[config.mk]
export PLATFORM = sky130hd
export DESIGN_NAME = mult_div_unit_flat
export DESIGN_NICKNAME = d
export VERILOG_FILES = /design/src/rtl/mult_div_if.sv /design/src/rtl/mult_div_unit.sv /design/src/flat_wrapper.sv
export SDC_FILE = /design/constraint.sdc
export NUM_CORES = 1
export LEC_CHECK = 0
export BUFFER_PORTS_ARGS = -buffer_cell sky130_fd_sc_hd__buf_2
export CORE_MARGIN = 4
export CORE_UTILIZATION = 35
export DETAILED_ROUTE_END_ITERATION = 16
export PLACE_DENSITY = 0.51
export SLEW_MARGIN = 0
export SYNTH_ARGS = -nofsm -noshare
export SYNTH_HDL_FRONTEND = slang
export SYNTH_SLANG_ARGS = --single-unit
[constraint.sdc]
create_clock -name clk -period 21 [get_ports clk]
set_clock_uncertainty 0.2 [all_clocks]
set_input_delay 4.2 -clock clk [delete_from_list [all_inputs] [get_ports clk]]
set_output_delay 4.2 -clock clk [all_outputs]
set_load 0.03 [all_outputs]
[src/rtl/mult_div_if.sv]
`default_nettype none
// ============================================================================
// Module      : mult_div_if
// Description : Request/result bundle between the EXE stage and the
//               iterative multiply/divide unit.
// Revision    : 1.0 - initial release
// ============================================================================
interface mult_div_if #(
  parameter int WIDTH = 32
);
  logic             start;
  logic [1:0]       op;
  logic [WIDTH-1:0] rs_val;
  logic [WIDTH-1:0] rt_val;
  logic             busy;
  logic             done;
  logic [WIDTH-1:0] hi;
  logic [WIDTH-1:0] lo;
  logic             div_by_zero;

  modport master (
    output start, op, rs_val, rt_val,
    input  busy, done, hi, lo, div_by_zero
  );

  modport slave (
    input  start, op, rs_val, rt_val,
    output busy, done, hi, lo, div_by_zero
  );
endinterface
`default_nettype wire

[src/rtl/mult_div_unit.sv]
`default_nettype none
// ============================================================================
// Module      : mult_div_unit
// Description : Iterative HI/LO multiply/divide unit, one bit per clock
//               (shift-add multiply, restoring divide), WIDTH+1 cycles busy.
//               Define MULT_DIV_SIGNED_EN to enable signed MULT/DIV (op 00/10).
// Revision    : 1.0 - initial release
// ============================================================================
module mult_div_unit #(
  parameter int WIDTH = 32
) (
  input wire logic  clk,
  input wire logic  rst,
  mult_div_if.slave bus
);

  localparam int                c_cnt_w     = (WIDTH > 1) ? $clog2(WIDTH) : 1;
  localparam logic [c_cnt_w-1:0] c_last_step = c_cnt_w'(WIDTH - 1);

  typedef enum logic [1:0] {
    IDLE = 2'd0,
    RUN  = 2'd1,
    FIN  = 2'd2
  } state_t;

  state_t               r_state;
  logic [c_cnt_w-1:0]   r_cnt;
  logic                 r_is_div;
  logic [WIDTH-1:0]     r_rs_raw;
  logic [WIDTH-1:0]     r_b;
  logic [2*WIDTH-1:0]   r_acc;
  logic                 r_busy;
  logic                 r_done;
  logic                 r_dbz;
  logic [WIDTH-1:0]     r_hi;
  logic [WIDTH-1:0]     r_lo;

  logic [WIDTH-1:0]     w_abs_rs;
  logic [WIDTH-1:0]     w_abs_rt;

`ifdef MULT_DIV_SIGNED_EN
  logic r_neg_main;  // product / quotient sign
  logic r_neg_rem;   // remainder follows dividend sign
  logic w_signed;
  logic w_neg_main;
  logic w_neg_rem;

  always_comb begin
    w_signed   = ~bus.op[0];
    w_abs_rs   = (w_signed && bus.rs_val[WIDTH-1]) ? -bus.rs_val : bus.rs_val;
    w_abs_rt   = (w_signed && bus.rt_val[WIDTH-1]) ? -bus.rt_val : bus.rt_val;
    w_neg_main = w_signed & (bus.rs_val[WIDTH-1] ^ bus.rt_val[WIDTH-1]);
    w_neg_rem  = w_signed & bus.rs_val[WIDTH-1];
  end
`else
  logic w_unused_op0;
  assign w_unused_op0 = bus.op[0];
  assign w_abs_rs     = bus.rs_val;
  assign w_abs_rt     = bus.rt_val;
`endif

  // r_acc holds {partial product, multiplier} or {remainder, dividend/quotient}
  logic [WIDTH:0]       w_mul_sum;
  logic [WIDTH:0]       w_rem_sh;
  logic [WIDTH-1:0]     w_diff;
  logic                 w_ge;
  logic [2*WIDTH-1:0]   w_step;

  always_comb begin
    w_mul_sum = {1'b0, r_acc[2*WIDTH-1:WIDTH]} + (r_acc[0] ? {1'b0, r_b} : '0);
    w_rem_sh  = {r_acc[2*WIDTH-1:WIDTH], r_acc[WIDTH-1]};
    w_ge      = (w_rem_sh >= {1'b0, r_b});
    w_diff    = w_rem_sh[WIDTH-1:0] - r_b;
    if (r_is_div) begin
      w_step = {(w_ge ? w_diff : w_rem_sh[WIDTH-1:0]), r_acc[WIDTH-2:0], w_ge};
    end else begin
      w_step = {w_mul_sum, r_acc[WIDTH-1:1]};
    end
  end

  logic [2*WIDTH-1:0]   w_prod;
  logic [WIDTH-1:0]     w_quo;
  logic [WIDTH-1:0]     w_rem;

  always_comb begin
    w_prod = w_step;
    w_quo  = w_step[WIDTH-1:0];
    w_rem  = w_step[2*WIDTH-1:WIDTH];
`ifdef MULT_DIV_SIGNED_EN
    if (r_neg_main) begin
      w_prod = -w_step;
      w_quo  = -w_step[WIDTH-1:0];
    end
    if (r_neg_rem) begin
      w_rem = -w_step[2*WIDTH-1:WIDTH];
    end
`endif
  end

  always_ff @(posedge clk or posedge rst) begin
    if (rst) begin
      r_state    <= IDLE;
      r_cnt      <= '0;
      r_is_div   <= 1'b0;
      r_rs_raw   <= '0;
      r_b        <= '0;
      r_acc      <= '0;
      r_busy     <= 1'b0;
      r_done     <= 1'b0;
      r_dbz      <= 1'b0;
      r_hi       <= '0;
      r_lo       <= '0;
`ifdef MULT_DIV_SIGNED_EN
      r_neg_main <= 1'b0;
      r_neg_rem  <= 1'b0;
`endif
    end else begin
      case (r_state)
        IDLE: begin
          if (bus.start) begin
            r_state    <= RUN;
            r_busy     <= 1'b1;
            r_cnt      <= '0;
            r_is_div   <= bus.op[1];
            r_rs_raw   <= bus.rs_val;
            r_b        <= w_abs_rt;
            r_acc      <= {{WIDTH{1'b0}}, w_abs_rs};
`ifdef MULT_DIV_SIGNED_EN
            r_neg_main <= w_neg_main;
            r_neg_rem  <= w_neg_rem;
`endif
          end
        end
        RUN: begin
          r_acc <= w_step;
          r_cnt <= r_cnt + 1'b1;
          if (r_cnt == c_last_step) begin
            r_state <= FIN;
            r_done  <= 1'b1;
            if (!r_is_div) begin
              {r_hi, r_lo} <= w_prod;
              r_dbz        <= 1'b0;
            end else if (r_b == '0) begin
              r_hi  <= r_rs_raw;
              r_lo  <= '1;
              r_dbz <= 1'b1;
            end else begin
              r_hi  <= w_rem;
              r_lo  <= w_quo;
              r_dbz <= 1'b0;
            end
          end
        end
        default: begin
          r_state <= IDLE;
          r_busy  <= 1'b0;
          r_done  <= 1'b0;
        end
      endcase
    end
  end

  assign bus.busy        = r_busy;
  assign bus.done        = r_done;
  assign bus.hi          = r_hi;
  assign bus.lo          = r_lo;
  assign bus.div_by_zero = r_dbz;

endmodule
`default_nettype wire

[src/flat_wrapper.sv]
// flat-port wrapper written by rule: the top's interface ports become plain ports
module mult_div_unit_flat 
#(
  parameter int WIDTH = 32
)
  (clk, rst, bus_start, bus_op, bus_rs_val, bus_rt_val, bus_busy, bus_done, bus_hi, bus_lo, bus_div_by_zero);
  mult_div_if #(.WIDTH(WIDTH)) bus_i ();
  input wire logic clk;
  input wire logic rst;
  input wire logic [$bits(bus_i.start)-1:0] bus_start;
  input wire logic [$bits(bus_i.op)-1:0] bus_op;
  input wire logic [$bits(bus_i.rs_val)-1:0] bus_rs_val;
  input wire logic [$bits(bus_i.rt_val)-1:0] bus_rt_val;
  output wire logic [$bits(bus_i.busy)-1:0] bus_busy;
  output wire logic [$bits(bus_i.done)-1:0] bus_done;
  output wire logic [$bits(bus_i.hi)-1:0] bus_hi;
  output wire logic [$bits(bus_i.lo)-1:0] bus_lo;
  output wire logic [$bits(bus_i.div_by_zero)-1:0] bus_div_by_zero;
  assign bus_i.start = bus_start;
  assign bus_i.op = bus_op;
  assign bus_i.rs_val = bus_rs_val;
  assign bus_i.rt_val = bus_rt_val;
  assign bus_busy = bus_i.busy;
  assign bus_done = bus_i.done;
  assign bus_hi = bus_i.hi;
  assign bus_lo = bus_i.lo;
  assign bus_div_by_zero = bus_i.div_by_zero;
  mult_div_unit #(.WIDTH(WIDTH)) u_core (.clk(clk), .rst(rst), .bus(bus_i));
endmodule
==> impl.org <==
** Global routing
- Entering global routing, the biggest net connects 100 pins.
- Antenna violations before repair :: 2
- First-pass GRT wire length :: 68.7 mm
- Global routing finished with a remaining overflow of 0.
- Overall global routing resource usage :: 0.207
- The number of global-route vias before repair was 11600.

** Setup path
- At the worst endpoint, the required time is 21210 ps.
- Maximum fanout encountered on the critical timing path :: 62
- Across all register-to-register paths, the minimum setup slack is 15970 ps.
- Startpoint type of the worst setup path :: input port
- The worst setup path is captured at a flip-flop.
- Critical register-to-register path endpoint :: u_core.bus.hi[14]
- Arrival time of the worst setup path :: 7290 ps
- Worst R2R Start :: u_core.r_acc[41]
- The setup path with the least slack is of type input port to flip-flop.
- Worst-case reg-to-reg path depth :: 12

** Synthesis
- The synthesized design contains 0 enable-type register cells.
- Largest area contributor in the synthesized netlist :: sky130_fd_sc_hd__dfrtp_1
- The cell area that synthesis handed to floorplanning was 0.0132 mm^2.
- In the synthesized netlist, the number of instances is 1541.
- Mapped Nets :: 1678
- Syn. warnings :: 0
- The number of different library cells used by synthesis comes to 66.
- In this run, synthesis produced a sequential element count of 203.
- By area the synthesized netlist is led by sky130_fd_sc_hd__dfrtp_1 (38%), sky130_fd_sc_hd__o21ai_0 (6.7%), sky130_fd_sc_hd__ha_1 (6.2%).
- In the synthesized netlist the dominant register cell turns out to be sky130_fd_sc_hd__dfrtp_1.
- Register area share after synthesis :: 0.384
- In the synthesized netlist, the cells that appear most often are sky130_fd_sc_hd__dfrtp_1 (203), sky130_fd_sc_hd__nand2_1 (186), sky130_fd_sc_hd__o21ai_0 (176).
- Of all flip-flops after synthesis, the portion carrying an async set or reset was 1.00.
- Averaged over all synthesized cells, the footprint is 8.59 um^2.
- Share of Yosys cell area claimed by the top area cell type :: 0.384
- sky130_fd_sc_hd__dfrtp_1 is the most common cell in the netlist.

** Layout
- Area used by multi-input combinational logic :: 0.00751 mm^2
- The net count of the finished layout is 1757.
- Share of post-route cells with drive strength above 1 :: 0.159
- Number of fill cells in the layout :: 3861
- 0 antenna diodes ended up in the layout.
- The sequential cells in the finished layout cover a total of 0.00508 mm^2.
- Relative to the synthesized area, the layout overhead comes to 14.7%.

** Placed design
- Routability-driven placement finished with a final weighted congestion of 0.887.
- Number of port buffers :: 134
- The HPWL after detailed placement is 31.6 mm.

** Floorplanning
- Core Area :: 0.0370 mm^2
- The die is 203 um wide.
- DIE AREA :: 0.0410 mm^2
- Number of top-level pins :: 136
- Standard-cell row count :: 70
- Starting Density :: 0.358
- Height of the die :: 203 um

** STA
- Final-layout setup total negative slack :: 0 ps
- Count of pins over their slew limit :: 0
- Setup repair after global routing left no endpoint under its margin.
- For the finished layout, the period the worst path requires is 7080 ps.
- Final hold vios :: 0
- Pin slew with the least headroom to its limit :: 1120 ps
- Dividing the final minimum period by the clock period gives 0.337.
- Final setup viols :: 0
- Timing would allow up to 0.141 GHz.
- Worst slew margin relative to its limit :: 0.250

** Clock tree
- Skew-Pair Late Insertion Delay :: 540 ps
- Bufs on Longest Clock Path :: 3
- The tree is rooted in a sky130_fd_sc_hd__clkbuf_16.
- In this run the post-CTS setup repair buffer count came out at 0.
- Counting the buffers created by CTS gives 25.
- TritonCTS clock tree :: built
- Clock sink count :: 203
- After clock tree synthesis, the clock-pin slew on the worst setup and hold paths is 60 ps.
- In this run the number of H-tree levels came out at 1.
- CTS resizes :: 0
- Post-CTS Hold Fix Bufs :: 0

** Route
- Average wire per standard cell :: 20.3 um
- For this run, design rule violations remaining after detail routing come to 0.
- Residual antenna-violating net count after detailed routing :: 0
- Summed over all layers, the routed wires come to 43.5 mm.
- For this run, the detailed router's first-pass iteration total came to 6.
- Vias per std cell :: 5.53
- Vias :: 11800
- DRT iter0 DRCs :: 970

** Worst hold path
- Worst hold path depth :: 2
- Worst Min Path Start :: u_core.bus.lo[27]
- Worst hold path type :: flip-flop to flip-flop
- The path with the worst hold slack has its endpoint at u_core.bus.lo[27].

** Job
- Number of max-capacitance violations reported :: 0

** Outcome
- Outcome :: finished clean
[metal layers]
layer	part of all wire	track usage	wire (um)
met1	0.49	0.313	21300
met4	0.016	0.0371	701
met2	0.43	0.315	18800
met3	0.062	0.0353	2680
met5	0.00028	0	12
[cell families after synthesis]
family                   synth area share
multiplexers                       0.0593
AND/OR/NAND/NOR                     0.153
adder cells (fa/ha/maj)            0.0654
AO/OA/AOI/OAI                       0.252
buffers and inverters              0.0526
flip-flops                          0.384
XOR/XNOR                           0.0344
[final cells by class]
| type | instances | share of cell area |
|---|---|---|
| multi-input combinational | 1162 | 0.494 |
| sequential | 203 | 0.335 |
| timing repair buffer | 147 | 0.0506 |
| clock buffer | 32 | 0.0462 |
| tap | 504 | 0.0415 |
| inverter | 81 | 0.0205 |
| clock inverter | 13 | 0.0119 |
[worst max path at each step]
stage	from	end	slack, ps
2_1_floorplan	rst	u_core.bus.busy	11060
3_3_place_gp	bus_start	u_core.r_b[0]	13350
3_5_place_dp	bus_start	u_core.r_b[0]	13290
4_1_cts	bus_start	u_core.r_b[0]	13870
5_1_grt	bus_start	u_core.r_b[0]	13680
6_report	bus_start	u_core.r_b[0]	13920
[critical path, stage by stage]
cell and delay (ps):
sky130_fd_sc_hd__buf_2 610, sky130_fd_sc_hd__nand2_1 490, sky130_fd_sc_hd__nor2_4 900, sky130_fd_sc_hd__buf_4 600, sky130_fd_sc_hd__mux2_2 400
[sequential cells by signal, summed over array words and instances, names as in the netlist]
signal / flops
u_core.bus.hi: 32
u_core.bus.busy: 1
u_core.bus.lo: 32
u_core.bus.div_by_zero: 1
u_core.r_acc: 64
u_core.bus.done: 1
u_core.r_b: 32
u_core.r_rs_raw: 32
u_core.r_cnt: 5
u_core.r_state: 2
u_core.r_is_div: 1
[cells in the final DEF, fill, tap and decap left out, types with 31 or more instances in the layout]
cell type	instances
sky130_fd_sc_hd__a21o_1	32
sky130_fd_sc_hd__a21oi_1	96
sky130_fd_sc_hd__a221oi_1	38
sky130_fd_sc_hd__and2_1	36
sky130_fd_sc_hd__buf_2	134
sky130_fd_sc_hd__dfrtp_1	202
sky130_fd_sc_hd__ha_1	66
sky130_fd_sc_hd__inv_1	79
sky130_fd_sc_hd__mux2_2	52
sky130_fd_sc_hd__nand2_1	185
sky130_fd_sc_hd__nor2_1	105
sky130_fd_sc_hd__o21ai_0	176
sky130_fd_sc_hd__o22a_1	32
sky130_fd_sc_hd__o22ai_1	40
sky130_fd_sc_hd__xnor2_1	31
[stage by stage]
| stage | cells | instance area, um^2 | hold WS (ps) | util | setup WS [ps] |
|---|---|---|---|---|---|
| detailed placement | 2097 | 14300 | 266 | 0.387 | 13290 |
| global placement | 2097 | 14300 | 252 | 0.387 | 13350 |
| floorplan | 1541 | 13200 | 231 | - | 11060 |
| finish | 2142 | 15200 | 274 | 0.411 | 13920 |
| global route | 2142 | 15200 | 305 | 0.411 | 13680 |
| CTS | 2142 | 15200 | 279 | 0.411 | 13870 |
Power is not shown: default switching activity piles up to over one toggle a cycle in this logic, so the estimate is an artifact.
